**config.mk**
```make
export PLATFORM = sky130hd
export DESIGN_NAME = aim65_kbd_injector
export DESIGN_NICKNAME = d
export VERILOG_FILES = /design/src/rtl/aim65_kbd_injector.sv
export SDC_FILE = /design/constraint.sdc
export NUM_CORES = 1
export LEC_CHECK = 0
export CORE_MARGIN = 8
export CORE_UTILIZATION = 55
export CTS_CLUSTER_DIAMETER = 150
export DETAILED_ROUTE_END_ITERATION = 7
export PLACE_DENSITY = 0.78
export RECOVER_POWER = 100
export SYNTH_ARGS = -nofsm -noshare
export SYNTH_HDL_FRONTEND = slang
export SYNTH_SLANG_ARGS = --single-unit
```
**constraint.sdc**
```tcl
create_clock -name clk -period 8.9 [get_ports clk]
set_clock_uncertainty 0.1 [all_clocks]
set_input_delay 2.225 -clock clk [delete_from_list [all_inputs] [get_ports clk]]
set_output_delay 2.225 -clock clk [all_outputs]
set_load 0.05 [all_outputs]
```
**src/rtl/aim65_kbd_injector.sv**
```systemverilog
// aim65_kbd_injector: merges live keys with a queued autotype source onto the AIM65 8x8 key matrix.
// Ports: clk/reset (sync, active-high); live_matrix[63:0] live keys (active-low, row r = bits 8r+7:8r);
// inj_valid/inj_code[6:0]/inj_ready code queue ({shift,row,col}); inj_flush drops queue and current key;
// csa4_riot6532_paOut[7:0] row scan in, csa4_riot6532_pbIn[7:0] registered column result out;
// busy (sequencing or queued), owner (injector asserting any matrix bit).
// Optional: define AIM65_KBD_LIVE_ABORT_EN so a live key pressed mid-sequence aborts injection.
module aim65_kbd_injector #(
  parameter int HOLD_CYCLES = 200000,
  parameter int GAP_CYCLES  = 200000,
  parameter int FIFO_DEPTH  = 16
) (
  input  logic        clk,
  input  logic        reset,
  input  logic [63:0] live_matrix,
  input  logic        inj_valid,
  input  logic [6:0]  inj_code,
  output logic        inj_ready,
  input  logic        inj_flush,
  input  logic [7:0]  csa4_riot6532_paOut,
  output logic [7:0]  csa4_riot6532_pbIn,
  output logic        busy,
  output logic        owner
);
  localparam int AW = $clog2(FIFO_DEPTH);
  localparam logic [31:0] HOLD_LD = 32'(HOLD_CYCLES - 1);
  localparam logic [31:0] GAP_LD = 32'(GAP_CYCLES - 1);
  typedef enum logic [2:0] {IDLE, SHIFT_SETUP, PRESS, RELEASE, GAP} state_t;
  state_t state, state_n;
  logic [31:0] timer, timer_n;
  logic [6:0] mem [FIFO_DEPTH];
  logic [6:0] cur, head;
  logic [AW-1:0] wr_ptr, rd_ptr;
  logic [AW:0] count;
  logic live_idle, flush, push, pop, done, key_on, shift_on;
  logic [63:0] asserted, merged;
  logic [7:0] scan;
  assign live_idle = &live_matrix;
`ifdef AIM65_KBD_LIVE_ABORT_EN
  assign flush = inj_flush | (state != IDLE && !live_idle);
`else
  assign flush = inj_flush;
`endif
  assign head = mem[rd_ptr];
  assign inj_ready = count != (AW+1)'(FIFO_DEPTH);
  assign push = inj_valid & inj_ready & ~flush;
  assign pop = state == IDLE && count != '0 && live_idle && !flush;
  assign done = timer == '0;
  always_comb begin
    state_n = state;
    timer_n = done ? timer : timer - 32'd1;
    case (state)
      IDLE: if (pop) begin
        state_n = head[6] ? SHIFT_SETUP : PRESS;
        timer_n = head[6] ? GAP_LD : HOLD_LD;
      end
      SHIFT_SETUP: if (done) begin
        state_n = PRESS;
        timer_n = HOLD_LD;
      end
      PRESS: if (done) begin
        state_n = cur[6] ? RELEASE : GAP;
        timer_n = GAP_LD;
      end
      RELEASE: if (done) begin
        state_n = GAP;
        timer_n = GAP_LD;
      end
      GAP: if (done) state_n = IDLE;
      default: state_n = IDLE;
    endcase
    if (flush && state != IDLE) begin
      state_n = GAP;
      timer_n = GAP_LD;
    end
  end
  // Shift lives at PA6/PB0; a code's bit index is {row,col} = row*8+col.
  assign key_on = state == PRESS;
  assign shift_on = state == SHIFT_SETUP || state == RELEASE || (key_on && cur[6]);
  assign asserted = ({63'd0, key_on} << cur[5:0]) | ({63'd0, shift_on} << 48);
  assign merged = live_matrix & ~asserted;
  assign owner = |asserted;
  assign busy = state != IDLE || count != '0;
  always_comb begin
    scan = 8'hFF;
    for (int r = 0; r < 8; r++) scan &= csa4_riot6532_paOut[r] ? 8'hFF : merged[8*r +: 8];
  end
  always_ff @(posedge clk) if (push) mem[wr_ptr] <= inj_code;
  always_ff @(posedge clk) begin
    if (reset) begin
      state <= IDLE;
      timer <= '0;
      cur <= '0;
      wr_ptr <= '0;
      rd_ptr <= '0;
      count <= '0;
      csa4_riot6532_pbIn <= 8'hFF;
    end else begin
      state <= state_n;
      timer <= timer_n;
      csa4_riot6532_pbIn <= scan;
      if (pop) cur <= head;
      if (flush) begin
        wr_ptr <= '0;
        rd_ptr <= '0;
        count <= '0;
      end else begin
        if (push) wr_ptr <= wr_ptr + AW'(1);
        if (pop) rd_ptr <= rd_ptr + AW'(1);
        count <= count + (AW+1)'(push) - (AW+1)'(pop);
      end
    end
  end
endmodule
```
# Word level (Yosys, flattened, before mapping)
# Memory sizes are Yosys's and may differ from the RTL's. A register that Yosys moved wholly into a read port is not among the register bits.
# Index checks and enable logic that the tools add are counted.
# classes
eq_ne	15
bitwise	13
add_sub_neg	5
n_shift	1
reduce_logical	20
n_mux	26
# ops
op	count
32-bit two-way mux	3
64-bit bitwise AND	1
8-bit two-way mux	8
64-bit NOT	1
64-bit by 49-bit bitwise OR with 64-bit output	1
32-bit one-hot mux with 2 select lines	1
64-bit AND reduction	1
64-bit OR reduction	1
1-bit by 6-bit left shift with 64-bit output	1
8-bit bitwise AND	7
32-bit zero test	1
32-bit by 1-bit subtractor with 32-bit output (second input constant)	1
3-bit two-way mux	7
18-bit two-way mux	1
3-bit one-hot mux with 5 select lines	1
2-bit inequality test (second input constant)	5
5-bit AND reduction	2
3-bit inequality test (second input constant)	3
4-bit by 1-bit adder with 4-bit output (second input constant)	2
4-bit two-way mux	2
3-bit by 2-bit == test with 1-bit output (second input constant)	2
3-bit by 2-bit inequality test with 1-bit output (second input constant)	2
5-bit by 1-bit adder with 5-bit output	1
1-bit logical AND	5
15 further kinds	20
# word_totals
n_memories	1
inputBits	83
register_bits	63
out_inout_bits	11
mem_bits_rw	112
word_cells	90
# memory_table
name	depth	word_bits	rd	rd_clocked_by_memory_dff	write_ports	line	rtl
mem	16	7	1	1	1	30	logic [6:0] mem [FIFO_DEPTH];

# Longest topological paths before layout
# logic_depth
ltp_word	14
mapped_depth	16
depth_no_buf	16

# Worst setup path after synthesis
# OpenSTA, ideal clock, no wires.
# synth_path
kind	input to register
from	in inj_flush
to	reg count[4]
path_buffers	0
path_stages	14
required_time_ns	8.676
arrival_ns	4.196
setup_time_ns	0.124
path_slack_ns	4.480
path_cell_list	nand4b_1 -> nor4_1 -> nand2_1 -> and4b_1 -> ha_1 -> inv_1 -> ha_1 -> inv_1 -> fa_1 -> inv_1 -> a21oi_1 -> nor2_1 -> or3_1 -> a21oi_1
# synth_via
word_cells_on_any_way	7
classes_between	2 x add/sub; 2 x bitwise; 3 x reduce/logical
# synth_lines
item	line	rtl
start, declared	18	input logic inj_flush,
1-bit zero test	46	assign pop = state == IDLE && count != '0 && live_idle && !flush;
1-bit logical AND	46	
named net pop	34	logic live_idle, flush, push, pop, done, key_on, shift_on;
5-bit by 1-bit subtractor with 5-bit output	109	count <= count + (AW+1)'(push) - (AW+1)'(pop);
end signal, assigned	109	
end, declared	33	logic [AW:0] count;
# The timed path passes the listed nets, and every way through them passes these cells.
# A chain may end at the register's enable or synchronous reset.

# Worst setup path in the final report
# layout_path
from	reg cur[4]
to	out owner
# layout_via
elab_chain_cells	3
# layout_lines
item	line	rtl
start, declared	31	logic [6:0] cur, head;
start signal, assigned	92	cur <= '0;
start signal, assigned	101	if (pop) cur <= head;
1-bit by 6-bit left shift with 64-bit output	79	assign asserted = ({63'd0, key_on} << cur[5:0]) | ({63'd0, shift_on} << 48);
64-bit by 49-bit bitwise OR with 64-bit output	79	
64-bit OR reduction	81	assign owner = |asserted;
end, declared	22	output logic owner
# No other way between the ends.

==> results.ini <==
[outcome]
status=finished with violations
violations=capacitance limit, slew limit

[clocking]
ctsResizeCount=0
cts_hold_buffers=0
cts_buffers=17
cts_tree=done
root_buffer=clkbuf_16
cts.sinks=179
clkTransAtPathRegs_ps=70
cts-htree-levels=4
insertion_delay_ps=430
cts_setup_buffers=0
clock_path_buffers=2

[power]
comb_power_share_pct=26.0
p_clk_share_pct=31.9
p_sw_mw=0.763
powerDensity_nw_per_um2=231
p_leak_nw=3.33
sw_frac_of_total_pct=31.5
finalPower_mw=2.42
p_seq_share_pct=42.0
intPower_mw=1.66
ir_drop_mv=0.149

[finish]
seq_area_um2=4710
final_cell_mix=112 x edfxtp_1, 88 x nand2_1, 80 x a21oi_1
final_common_cell=edfxtp_1
final_area_um2=10500
layout.nets=964
final_layout_size_suffix_gt1_share_pct=10.5
fill_cells=1190
multi_input_area_um2=3900
area.growth.synth_to_final_pct=17.3
diodes=0

[drt]
vias=6752
vias_per_cell=6.16
drt-initial-drc-count=691
dr.pass1.iters=5
wl_per_cell_um=21.6
routed_wirelength_um=23700
postRouteAntennaNets=0
drc_errors=0

[placement]
globalplace.congestion=0.994
io_buffers=93
dp_slack_ps=3320
dpl-instance-area_um2=9890
hpwl_um=16600

[timing]
slew_violations=32
setup_viol=0
hold_viol_final=0
maxSlewHeadroom_pct=-0.517
period_share_pct=68.7
layout_min_cycle_time_ps=6120
worst_slack_ps=2780
setup-tns-final_ps=0
fmax_mhz=163
worst_pin_slew_ps=1510
rsz0062_at_grt=false

[die]
core_area_um2=15900
dieArea_um2=20600
dieHeight_um=144
die_w_um=144
rows=46
io_pins=94
start_util_pct=56.3

[flow_run]
drv_cap=1

[critical_path]
reg2regPathDepth=8
critPathMaxStageDelay_ps=920
path_class=register to output pin
worst_path_max_delay_cell=dfxtp_1
setup.worst_path.end_class=output pin
crit_path_frequent_cell=inv_1
crit_chain=inv_1 > o31ai_1 > a22oi_1 > a221oi_1 > nor2_1 > inv_1 > dlygate4sd3_1
critPathMaxFanout=29
worstSetupStartpointType=register
worst_ep_arrival_time_ps=3790
worstSetupEndpoint=owner
r2r_start=count[2]$_SDFF_PP0_
worstSetupStartpoint=cur[4]$_SDFFE_PP0P_
critPathRequiredTime_ps=6580
r2r_end=timer[0]$_SDFF_PP0_
rrSetupSlack_ps=5180

[synthesis]
syn_avg_cell_area_um2=11.1
synth_cells=806
synth.distinct_cells=75
synth_warnings=0
synth-seq-cells=179
synth_area_um2=8950
synth_ff_type=edfxtp_1
synth-edff-count=112
ys_seq_area_share_pct=52.6
ys_async_sr_fraction_pct=0
synthesis.nets=903

[grt]
grt_pass1_vias=6567
track_usage_pct=23.4
grt_overflow_total=0
grt_pass1_wl_um=36700
grt_max_degree=32
antenna_found_initial=0

[min_path]
holdCritPathClass=register to register
whs_path_depth=2

## logic make-up (layout without fill, tap and decap cells)
logic type,Yosys count,in the layout,synth area share [%]
mux,44,44,9.69
flops,179,179,52.6
fa+ha+maj,14,14,2.04
xor+xnor,36,36,3.52
compound gates,144,144,9.69
simple gates,318,318,18.6
buf+inv,71,145,3.89
## Yosys cell counts (all sizes together), types with 20 or more instances
cell type | count | area [um^2]
nand2 | 90 | 348
buf | 35 | 213
edfxtp | 112 | 3360
nor4 | 32 | 221
a21oi | 80 | 400
dfxtp | 67 | 1340
nor2 | 81 | 309
xnor2 | 20 | 175
mux4 | 34 | 766
nor3 | 26 | 156
## worst max-delay path, delay by kind of cell (launching register included)
| family | cells | cell delay (ps) |
|---|---|---|
| AND/OR/NAND/NOR | 1 | 170 |
| flip-flops | 1 | 920 |
| AO/OA/AOI/OAI | 3 | 1080 |
| buffers and inverters | 3 | 1200 |
## per-stage QoR
stage	hold WS, ps	instances	utilization [%]
2_1_floorplan	343	806	-
6_report	381	1096	66.1
3_5_place_dp	371	1064	62.2
5_1_grt	413	1096	66.1
4_1_cts	380	1096	66.1
3_3_place_gp	355	1064	62.2
## layout make-up
class	instances	area share (%)
sequential	179	44.8
multi-input combinational	556	37.1
timing repair buffer	95	8.98
clock buffer	18	4.09
tap	216	2.58
clock inverter	14	1.75
inverter	18	0.644
## flip-flops by register name, summed over array words and instances (netlist names), named ones only
name,flops
wr_ptr,4
timer,32
rd_ptr,4
count,5
cur,7
csa4_riot6532_pbIn,8
state,3
mem,112
## power by group through the flow
stage | sequential (mW) | combinational, mW | clock [mW]
final | 1.02 | 0.630 | 0.773
after global routing | 1.03 | 0.699 | 0.814
after CTS | 1.02 | 0.629 | 0.779
after detailed placement | 1.03 | 0.621 | 0
after global placement | 1.03 | 0.613 | 0
after floorplan | 1.03 | 0.477 | 0
## worst min-delay path by stage
stage                                     from                   end  slack, ps
after floorplan           timer[18]$_SDFF_PP0_  timer[18]$_SDFF_PP0_        340
after global placement    timer[18]$_SDFF_PP0_  timer[18]$_SDFF_PP0_        360
after detailed placement  timer[18]$_SDFF_PP0_  timer[18]$_SDFF_PP0_        370
after CTS                 timer[18]$_SDFF_PP0_  timer[18]$_SDFF_PP0_        380
after global routing       cur[6]$_SDFFE_PP0P_   cur[6]$_SDFFE_PP0P_        410
final                     timer[18]$_SDFF_PP0_  timer[18]$_SDFF_PP0_        380
## routing by layer
layer / up-vias / global-route usage (%) / wire length [um]
met4: 0 / 10.7 / 843
met3: 68 / 5.31 / 2160
li1: 3132 / - / -
met1: 3161 / 30.1 / 9860
met2: 391 / 37.2 / 10900
met5: - / 0 / 0
(Power assumes the default switching activity.)
